File: src/rtl/rx_frame_sched.sv
// Receive frame scheduler: sweeps the enabled DDC channels once per sample,
// writes I/Q/IQ3 words to the frame buffer, and closes each frame with a
// timestamp + counter trailer. Tracks completed and unread frames, and raises
// sticky overrun / missed-sample flags.
module rx_frame_sched #(
    parameter int unsigned N_CHANS  = 4,
    parameter int unsigned MAX_PEND = 8
) (
    input  logic                                               adc_clk,
    input  logic                                               rst_n,
    input  logic                                               rx_avail,
    input  logic [N_CHANS-1:0]                                 chan_en,
    input  logic [7:0]                                         nrx_samps,
    input  logic                                               rd_done,
    input  logic                                               clr_err,
    output logic                                               rd_i,
    output logic                                               rd_q,
    output logic [((N_CHANS > 1) ? $clog2(N_CHANS) : 1)-1:0]  chan_sel,
    output logic [1:0]                                         word_sel,
    output logic [1:0]                                         tsel,
    output logic                                               wr,
    output logic                                               ticks_latch,
    output logic                                               frame_done,
    output logic [15:0]                                        buf_ctr,
    output logic [3:0]                                         pending,
    output logic                                               overrun,
    output logic                                               samp_miss,
    output logic                                               busy
);

    localparam int unsigned CW = (N_CHANS > 1) ? $clog2(N_CHANS) : 1;

    typedef enum logic [2:0] {
        ST_IDLE,
        ST_SWEEP,
        ST_TS0,
        ST_TS1,
        ST_TS2,
        ST_CTR,
        ST_DONE
    } state_e;

    typedef enum logic [1:0] {
        PH_I,
        PH_Q,
        PH_IQ3
    } phase_e;

    state_e               state_q, state_d;
    phase_e               ph_q, ph_d;
    logic [CW-1:0]        ch_q, ch_d;
    logic [7:0]           count_q, count_d;
    logic [7:0]           nsamps_q, nsamps_d;
    logic [N_CHANS-1:0]   en_q, en_d;
    logic                 drop_q, drop_d;
    logic [15:0]          buf_ctr_q, buf_ctr_d;
    logic [3:0]           pending_q, pending_d;
    logic                 overrun_q, overrun_d;
    logic                 samp_miss_q, samp_miss_d;

    logic                 rd_i_q, rd_i_d;
    logic                 rd_q_q, rd_q_d;
    logic [CW-1:0]        chan_sel_q, chan_sel_d;
    logic [1:0]           word_sel_q, word_sel_d;
    logic [1:0]           tsel_q, tsel_d;
    logic                 wr_q, wr_d;
    logic                 tl_q, tl_d;
    logic                 fdone_q, fdone_d;
    logic                 busy_q, busy_d;

    logic                 ovr_evt;
    logic                 miss_evt;
    logic                 inc;
    logic [7:0]           cnt_inc;
    logic [CW:0]          first;
    logic [CW:0]          nxt;

    // Lowest enabled channel at or above start; MSB of result flags a hit.
    function automatic logic [CW:0] find_en(input logic [N_CHANS-1:0] mask,
                                            input int unsigned start);
        logic [CW:0] res;
        res = '0;
        for (int unsigned i = 0; i < N_CHANS; i++) begin
            if (!res[CW] && (i >= start) && mask[i]) begin
                res = {1'b1, CW'(i)};
            end
        end
        return res;
    endfunction

    assign cnt_inc = count_q + 8'd1;

    // Next-state, frame bookkeeping and next registered output values.
    always_comb begin
        state_d     = state_q;
        ph_d        = ph_q;
        ch_d        = ch_q;
        count_d     = count_q;
        nsamps_d    = nsamps_q;
        en_d        = en_q;
        drop_d      = drop_q;
        buf_ctr_d   = buf_ctr_q;
        pending_d   = pending_q;
        ovr_evt     = 1'b0;
        miss_evt    = 1'b0;
        inc         = 1'b0;
        tl_d        = 1'b0;
        first       = '0;
        nxt         = '0;
        rd_i_d      = 1'b0;
        rd_q_d      = 1'b0;
        chan_sel_d  = '0;
        word_sel_d  = 2'd0;
        tsel_d      = 2'd0;
        wr_d        = 1'b0;
        fdone_d     = 1'b0;

        case (state_q)
            ST_IDLE: begin
                if (rx_avail) begin
                    if (count_q == 8'd0) begin
                        en_d     = chan_en;
                        nsamps_d = (nrx_samps == 8'd0) ? 8'd1 : nrx_samps;
                        drop_d   = (pending_q == 4'(MAX_PEND));
                        ovr_evt  = drop_d;
                    end
                    first   = find_en(en_d, 0);
                    ch_d    = first[CW] ? first[CW-1:0] : '0;
                    ph_d    = PH_I;
                    state_d = ST_SWEEP;
                    tl_d    = (cnt_inc == nsamps_d);
                end
            end
            ST_SWEEP: begin
                // A disabled current channel only happens with an empty mask:
                // that sample spends one idle cycle here and then counts.
                nxt = find_en(en_q, 32'(ch_q) + 32'd1);
                if (!en_q[ch_q] || (ph_q == PH_IQ3)) begin
                    if (nxt[CW]) begin
                        ch_d = nxt[CW-1:0];
                        ph_d = PH_I;
                    end else begin
                        count_d = cnt_inc;
                        state_d = (cnt_inc < nsamps_q) ? ST_IDLE : ST_TS0;
                    end
                end else begin
                    ph_d = (ph_q == PH_I) ? PH_Q : PH_IQ3;
                end
            end
            ST_TS0:  state_d = ST_TS1;
            ST_TS1:  state_d = ST_TS2;
            ST_TS2:  state_d = ST_CTR;
            ST_CTR:  state_d = ST_DONE;
            ST_DONE: begin
                count_d = 8'd0;
                inc     = !drop_q;
                state_d = ST_IDLE;
            end
            default: state_d = ST_IDLE;
        endcase

        if (rx_avail && (state_q != ST_IDLE)) begin
            miss_evt = 1'b1;
        end

        buf_ctr_d = buf_ctr_q + 16'(inc);
        if (inc && !rd_done) begin
            pending_d = pending_q + 4'd1;
        end else if (!inc && rd_done && (pending_q != 4'd0)) begin
            pending_d = pending_q - 4'd1;
        end

        overrun_d   = (overrun_q & ~clr_err) | ovr_evt;
        samp_miss_d = (samp_miss_q & ~clr_err) | miss_evt;

        busy_d = (state_d != ST_IDLE);
        case (state_d)
            ST_SWEEP: begin
                if (en_d[ch_d]) begin
                    chan_sel_d = ch_d;
                    tsel_d     = 2'(ph_d);
                    rd_i_d     = (ph_d == PH_I);
                    rd_q_d     = (ph_d == PH_Q);
                    wr_d       = !drop_d;
                end
            end
            ST_TS0: begin
                wr_d = !drop_d; word_sel_d = 2'd1; tsel_d = 2'd0;
            end
            ST_TS1: begin
                wr_d = !drop_d; word_sel_d = 2'd1; tsel_d = 2'd1;
            end
            ST_TS2: begin
                wr_d = !drop_d; word_sel_d = 2'd1; tsel_d = 2'd2;
            end
            ST_CTR: begin
                wr_d = !drop_d; word_sel_d = 2'd2;
            end
            ST_DONE: fdone_d = !drop_d;
            default: ;
        endcase
    end

    // State, frame context, counters, flags and output registers.
    always_ff @(posedge adc_clk or negedge rst_n) begin
        if (!rst_n) begin
            state_q     <= ST_IDLE;
            ph_q        <= PH_I;
            ch_q        <= '0;
            count_q     <= 8'd0;
            nsamps_q    <= 8'd1;
            en_q        <= '0;
            drop_q      <= 1'b0;
            buf_ctr_q   <= 16'd0;
            pending_q   <= 4'd0;
            overrun_q   <= 1'b0;
            samp_miss_q <= 1'b0;
            rd_i_q      <= 1'b0;
            rd_q_q      <= 1'b0;
            chan_sel_q  <= '0;
            word_sel_q  <= 2'd0;
            tsel_q      <= 2'd0;
            wr_q        <= 1'b0;
            tl_q        <= 1'b0;
            fdone_q     <= 1'b0;
            busy_q      <= 1'b0;
        end else begin
            state_q     <= state_d;
            ph_q        <= ph_d;
            ch_q        <= ch_d;
            count_q     <= count_d;
            nsamps_q    <= nsamps_d;
            en_q        <= en_d;
            drop_q      <= drop_d;
            buf_ctr_q   <= buf_ctr_d;
            pending_q   <= pending_d;
            overrun_q   <= overrun_d;
            samp_miss_q <= samp_miss_d;
            rd_i_q      <= rd_i_d;
            rd_q_q      <= rd_q_d;
            chan_sel_q  <= chan_sel_d;
            word_sel_q  <= word_sel_d;
            tsel_q      <= tsel_d;
            wr_q        <= wr_d;
            tl_q        <= tl_d;
            fdone_q     <= fdone_d;
            busy_q      <= busy_d;
        end
    end

    assign rd_i        = rd_i_q;
    assign rd_q        = rd_q_q;
    assign chan_sel    = chan_sel_q;
    assign word_sel    = word_sel_q;
    assign tsel        = tsel_q;
    assign wr          = wr_q;
    assign ticks_latch = tl_q;
    assign frame_done  = fdone_q;
    assign buf_ctr     = buf_ctr_q;
    assign pending     = pending_q;
    assign overrun     = overrun_q;
    assign samp_miss   = samp_miss_q;
    assign busy        = busy_q;

endmodule

File: config.mk
export PLATFORM = sky130hd
export DESIGN_NAME = rx_frame_sched
export DESIGN_NICKNAME = d
export VERILOG_FILES = /design/src/rtl/rx_frame_sched.sv
export SDC_FILE = /design/constraint.sdc
export NUM_CORES = 1
export LEC_CHECK = 0
export CAP_MARGIN = 30
export CORE_MARGIN = 1.5
export CORE_UTILIZATION = 42
export CTS_BUF_LIST = sky130_fd_sc_hd__clkbuf_16
export DETAILED_ROUTE_END_ITERATION = 12
export PLACE_DENSITY_LB_ADDON = 0.1
export SLEW_MARGIN = 20
export SYNTH_ARGS = -nofsm -noshare
export SYNTH_HDL_FRONTEND = slang
export SYNTH_SLANG_ARGS = --single-unit
File: constraint.sdc
create_clock -name adc_clk -period 2.15 [get_ports adc_clk]
set_input_delay 0.5375 -clock adc_clk [delete_from_list [all_inputs] [get_ports adc_clk]]
set_output_delay 0.5375 -clock adc_clk [all_outputs]
set_load 0.05 [all_outputs]
Word-level counts from Yosys, hierarchy flattened
Cells that the tools add are included.
- input port bits: 17
- memories kept: 0
- bits in registers: 62
- output and inout bits: 34
- latch bits: 0
- bits in writable memories: 0
- memory bits (read-only): 0
- order comparisons: 7
- divide/modulo/power cells: 0
- bitwise operators: 5
- add/sub/neg operators: 5
- equality and inequality tests: 18
- shift-type cells: 0
- multipliers: 0
- reduce and logical (&&, ||, !) cells: 40
- mux-type cells: 75
- operators by type and width (operator ; count):
    3-bit two-way mux ; 23
    8-bit two-way mux ; 6
    4-bit two-way mux ; 7
    2-bit two-way mux ; 12
    3-bit equality test (second input constant) ; 6
    1-bit two-way mux ; 18
    3-bit case mux with 6 select lines ; 1
    16-bit by 1-bit adder with 16-bit output ; 1
    8-bit zero test ; 2
    8-bit case mux with 2 select lines ; 1
    1-bit logical AND ; 14
    3-bit by 2-bit equality test with 1-bit output (second input constant) ; 4
    2-bit case mux with 2 select lines ; 3
    1-bit zero test ; 11
    8-bit by 1-bit adder with 8-bit output (second input constant) ; 1
    8-bit equality test ; 1
    8-bit less-than comparator ; 1
    3-bit by 1-bit equality test with 1-bit output (second input constant) ; 2
    1-bit by 3-bit greater-or-equal comparator with 1-bit output (first input constant) ; 2
    2-bit by 3-bit greater-or-equal comparator with 1-bit output (first input constant) ; 2
    2-bit by 3-bit less-than comparator with 1-bit output (second input constant) ; 2
    2-bit case mux with 3 select lines ; 1
    3-bit nonzero test ; 2
    4-bit by 1-bit adder with 4-bit output (second input constant) ; 1
    other kinds (20) ; 26

Depth between registers and ports, before layout
- depth after elaboration: 29
- depth in mapped cells: 11
- gate-level depth less buffers: 11

Worst setup path after synthesis
OpenSTA, ideal clock, no wires.
- path kind: flip-flop to flip-flop
- start: register count_q[2]
- end: register wr_q (netlist: wr)
- cell stages (with the launch flop): 11
- required time: 2012 ps
- path buffers: 0
- clock period less this slack: 2380 ps
- library setup time: 138 ps
- data arrival time: 2241 ps
- path slack: -230 ps
- cells stage by stage: dfrtp_1 -> nand3_1 -> nor2_1 -> xor2_1 -> ha_1 -> a2111oi_0 -> a32oi_1 -> nand4_1 -> a21oi_1 -> o21ai_0 -> o31ai_1
- word-level cells in the longest chain between the ends: 29
- RTL lines (what ; line ; source):
    start: declaration ; 52 ; logic [7:0] count_q, count_d;
    start signal: assignment ; 231 ; count_q <= count_d;
    8-bit zero test ; 121 ; if (count_q == 8'd0) begin
    4-bit two-way mux ; 121 ;
    4-bit two-way mux ; 120 ; if (rx_avail) begin
    4-bit two-way mux ; 118 ; case (state_q)
    3-bit two-way mux ; 84 ; if (!res[CW] && (i >= start) && mask[i]) begin
    3-bit two-way mux ; 120 ;
    3-bit two-way mux ; 118 ;
    1-bit zero test ; 84 ;
    [... 14 more ...] ; -- ;
    2-bit two-way mux ; 128 ; ch_d = first[CW] ? first[CW-1:0] : '0;
    2-bit two-way mux ; 120 ;
    2-bit case mux with 2 select lines ; 118 ;
    1-bit binary-select mux with 2-bit select ; 179 ; if (en_d[ch_d]) begin
    1-bit two-way mux (not written as such) ; 179 ;
    1-bit two-way mux ; 179 ;
    1-bit case mux with 2 select lines (*) ; 177 ; case (state_d)
    net wr_d ; 66 ; logic wr_q, wr_d;
    end signal: assignment ; 244 ; wr_q <= wr_d;
    end: declaration ; 66 ;
The timed path passes the listed nets; every way through them passes the cells marked *. The select of a mux whose other input is x is not followed.
A chain may end at the register's enable or synchronous reset.

Worst setup path after layout
- start: register count_q[0]
- end: register wr_q (netlist: wr)
The elaborated chain is that of the path after synthesis.

==> flow_summary.toml <==
[run_status]
outcome = "finished with violations"
violations = "negative setup slack"

[yosys]
synth.lib_cells_used.distinct = 46
synth_seq_area_share = 0.469
muxShareOfSynthArea = 0.0740
yosys_warnings = 0
xor_xnor_cell_area_share_of_the_yosys_netlist = 0.103
flop_and_latch_count_out_of_synthesis = 62
complex_gate_fraction_of_the_synthesized_area = 0.102
synth_async_sr_flop_share = 1.00
syn_area_per_cell_um2 = 10.3
synth_area_um2 = 3310
synth_adder_area_share = 0.0552
dominant_combinational_cell_family_by_area_after_synthesis = "simple AND/OR/NAND/NOR gates"
post_synth_and_or_nand_nor_area_fraction = 0.162
number_of_enable_type_register_cells_in_the_synthesized_netlist = 0
syn-num-nets = 352
dominantRegCellSynth = "sky130_fd_sc_hd__dfrtp_1"
netlist_instances = 321

[power]
leakage_uw = 0.00247
combinationalPowerShare = 0.539
switchingPower_uw = 3030
power.density_nw_per_um2 = 1460
ir_worst_vdd_uv = 1100
power.clock.fraction = 0.206
internal_power_uw = 4570
share_seq_of_total_power = 0.255
switching_share = 0.399

[worst_hold_path]
hold_path.class = "in -> async"

[timing]
finalWorstSetupSlack_ns = -0.176
finalHoldViolCount = 0
max_freq_mhz = 430
final-setup-viol-count = 6
timing.max_slew.rel_slack = 0.626
worst_pin_slew_ns = 0.559
period_share = 1.08
finalCriticalPeriod_ns = 2.33
slew_violations = 0
clock-skew-final_ns = 0.00589
unrepaired_setup_endpoints_after_global_routing = "true"

[clocking]
tritoncts.num_buffers = 9
clockBufferDepth = 2
clk_latency_ns = 0.33
tritoncts_clock_tree = "built"
ctsHtreeMaxLevel = 3
numClockSinks = 62
cts.root.buffer_cell = "sky130_fd_sc_hd__clkbuf_16"
clock_pin_slew_of_the_registers_on_the_worst_case_setup_and_hold_paths_ns = 0.05

[placement]
globalplace.congestion = 0.807
place_area_um2 = 4460
portBuffers = 50
dp.final_hpwl_um = 5520

[critical_path]
cp_data_required_time_ns = 2.39
worstSetupStartpointType = "register"
arrival_ns = 2.57
max_stage_delay_ns = 0.43
timing.reg2reg.setup_slack_ns = -0.18
cpMaxStageDelayCell = "sky130_fd_sc_hd__dfrtp_2"
worst-path-max-fanout = 3
r2r_start = "count_q[0]$_DFFE_PN0P_"
timing.critical_path.from = "count_q[0]$_DFFE_PN0P_"
type_of_the_setup_path_with_the_least_slack = "reg -> reg"
timing.critical_path.to_type = "register"
timing.critical_path.cells = "buf_6, inv_4, ha_4, nor4b_4, buf_4, a2111o_1, a21oi_2, a221oi_4, mux2i_1, mux2_4, o31ai_4"

[final_layout]
fillCellCount = 615
area_growth_pct = 57.0
stdcell_area_um2 = 5200
insertedDiodeCount = 0
final_layout_size_suffix_gt1_frac = 0.369
nets = 492
final_core_area_utilization = 0.677

[global_route]
number_of_antenna_violations_at_the_first_check_in_global_routing = 0
grt_max_degree = 47
first_global_vias = 2827
grt_pass1_wl_um = 13400
total_grt_usage = 0.203
grt-ovfl-total = 0

[drt]
violation_count_after_the_first_detailed_routing_iteration = 59
via_count = 2815
routed_wl_um = 8210
viasPerCell = 4.96
drt_drc_violations_left = 0
route.detailed.wl_per_inst_um = 14.5
drt-pass1-iter-count = 5
antenna_left = 0

[floorplan]
die_width_um = 91.8
core-area_um2 = 7690
floorplan.initialDensity = 0.431
fp-row-count = 32
design.die.area_um2 = 8430
die_ht_um = 91.8
io-pin-count = 51

[job]
max_cap_check_violation_count = 0
flip-flops by register name, summed over array words and instances (netlist names), 3 cells and up:
register	flops
state_q	3
count_q	8
nsamps_q	8
buf_ctr	16
pending	4
en_q	4
final timing paths:
check	to	cells past startpoint
max	wr$_DFF_PN0_	11
min	buf_ctr[14]$_DFF_PN0_	1
max reg2reg	wr$_DFF_PN0_	11
min reg2reg	buf_ctr[9]$_DFF_PN0_	1
max in group asynchronous	nsamps_q[0]$_DFFE_PN1P_	2
min in group adc_clk	buf_ctr[9]$_DFF_PN0_	1
layer usage:
metal  global-route usage  share of wire
met1                0.260           0.45
met2                0.339           0.50
met3               0.0506          0.026
met4               0.0628          0.017
met5                    0              0
power groups by stage:
stage	Clock, uW	Sequential [uW]	Combinational, uW
global route	1650	1990	4450
detailed placement	0	1910	3480
CTS	1590	1920	3750
floorplan	0	2350	1700
global placement	0	1910	3430
finish	1560	1940	4090
synthesized netlist by cell type, types with 2 or more instances:
cell type / count / share of area
sky130_fd_sc_hd__xor2_1: 20 / 0.053
sky130_fd_sc_hd__o21ai_1: 2 / 0.0030
sky130_fd_sc_hd__o22ai_1: 2 / 0.0038
sky130_fd_sc_hd__o21bai_1: 2 / 0.0045
sky130_fd_sc_hd__and2_1: 4 / 0.0076
sky130_fd_sc_hd__xnor2_1: 19 / 0.050
sky130_fd_sc_hd__mux2_2: 12 / 0.041
sky130_fd_sc_hd__dfrtp_1: 61 / 0.46
sky130_fd_sc_hd__nor3_1: 9 / 0.014
sky130_fd_sc_hd__o21ai_0: 7 / 0.011
sky130_fd_sc_hd__a21oi_1: 14 / 0.021
sky130_fd_sc_hd__a21o_1: 2 / 0.0045
sky130_fd_sc_hd__buf_2: 2 / 0.0030
sky130_fd_sc_hd__o31ai_1: 2 / 0.0045
sky130_fd_sc_hd__a211oi_1: 2 / 0.0045
sky130_fd_sc_hd__nor4b_4: 2 / 0.014
sky130_fd_sc_hd__nor2b_1: 4 / 0.0076
sky130_fd_sc_hd__nand3_1: 10 / 0.015
sky130_fd_sc_hd__inv_1: 24 / 0.027
sky130_fd_sc_hd__nor4_1: 4 / 0.0076
sky130_fd_sc_hd__nor2_1: 29 / 0.033
sky130_fd_sc_hd__o2111ai_1: 2 / 0.0053
sky130_fd_sc_hd__a21boi_0: 2 / 0.0045
sky130_fd_sc_hd__nand2b_1: 3 / 0.0057
sky130_fd_sc_hd__ha_1: 13 / 0.049
sky130_fd_sc_hd__mux2i_1: 11 / 0.033
sky130_fd_sc_hd__clkbuf_1: 4 / 0.0045
sky130_fd_sc_hd__and3_1: 5 / 0.0094
sky130_fd_sc_hd__nand2_1: 26 / 0.029
sky130_fd_sc_hd__nand4_1: 6 / 0.011
critical path, delay by kind of cell (launching register included):
family / cells / cell delay, ns
adders and majority gates: 1 / 0.12
muxes: 2 / 0.43
and+or+nand+nor: 1 / 0.24
AOI/OAI and AO/OA: 4 / 0.65
DFF: 1 / 0.43
buffers and inverters: 3 / 0.36
metrics by stage:
stage / TNS (ns) / hold WS [ns] / cells / power, uW / worst slack (ns)
after floorplan: -0.00198 / 0.242 / 321 / 4050 / -0.00198
after global placement: -1.91 / 0.483 / 534 / 5340 / -0.356
after detailed placement: -2.75 / 0.488 / 534 / 5390 / -0.498
after CTS: -0.882 / 0.148 / 559 / 7260 / -0.222
after global routing: -1.44 / 0.164 / 568 / 8080 / -0.289
final: -0.524 / 0.138 / 568 / 7590 / -0.176
cell type report:
type / instances / area [um^2] / area share
multi-input combinational: 229 / 1910 / 0.367
sequential: 62 / 1560 / 0.300
timing repair buffer: 135 / 1190 / 0.228
clock buffer: 9 / 225 / 0.0433
tap: 102 / 128 / 0.0245
clock inverter: 7 / 97.6 / 0.0188
inverter: 24 / 95.1 / 0.0183
cell usage in the layout (no fill, tap or decap), drive strengths merged, types with 3 or more instances in the layout:
master,n
dfrtp,61
xor2,20
nor3,10
nor2b,4
nor4,4
ha,13
xnor2,19
a21oi,15
mux2i,11
clkdlybuf4s50,41
and3,5
nand4,6
buf,88
clkbuf,9
dlymetal6s2s,6
mux2,12
nor2,29
nor4b,3
o21ai,9
nand2,26
inv,25
nand3,10
nand2b,3
and2,4
repair_timing:
item,CTS,global route
gates resized for setup,27,38
endpoints found under the setup margin,6,22
hold buffers,0,0
pin swaps,9,21
buffers inserted,9,9
logic make-up after synthesis:
logic type | count (synthesis)
fa+ha+maj | 14
xor+xnor | 39
mux | 23
buf+inv | 30
simple gates | 105
flops | 62
compound gates | 48
No activity file was read; power rests on OpenSTA's default activity.
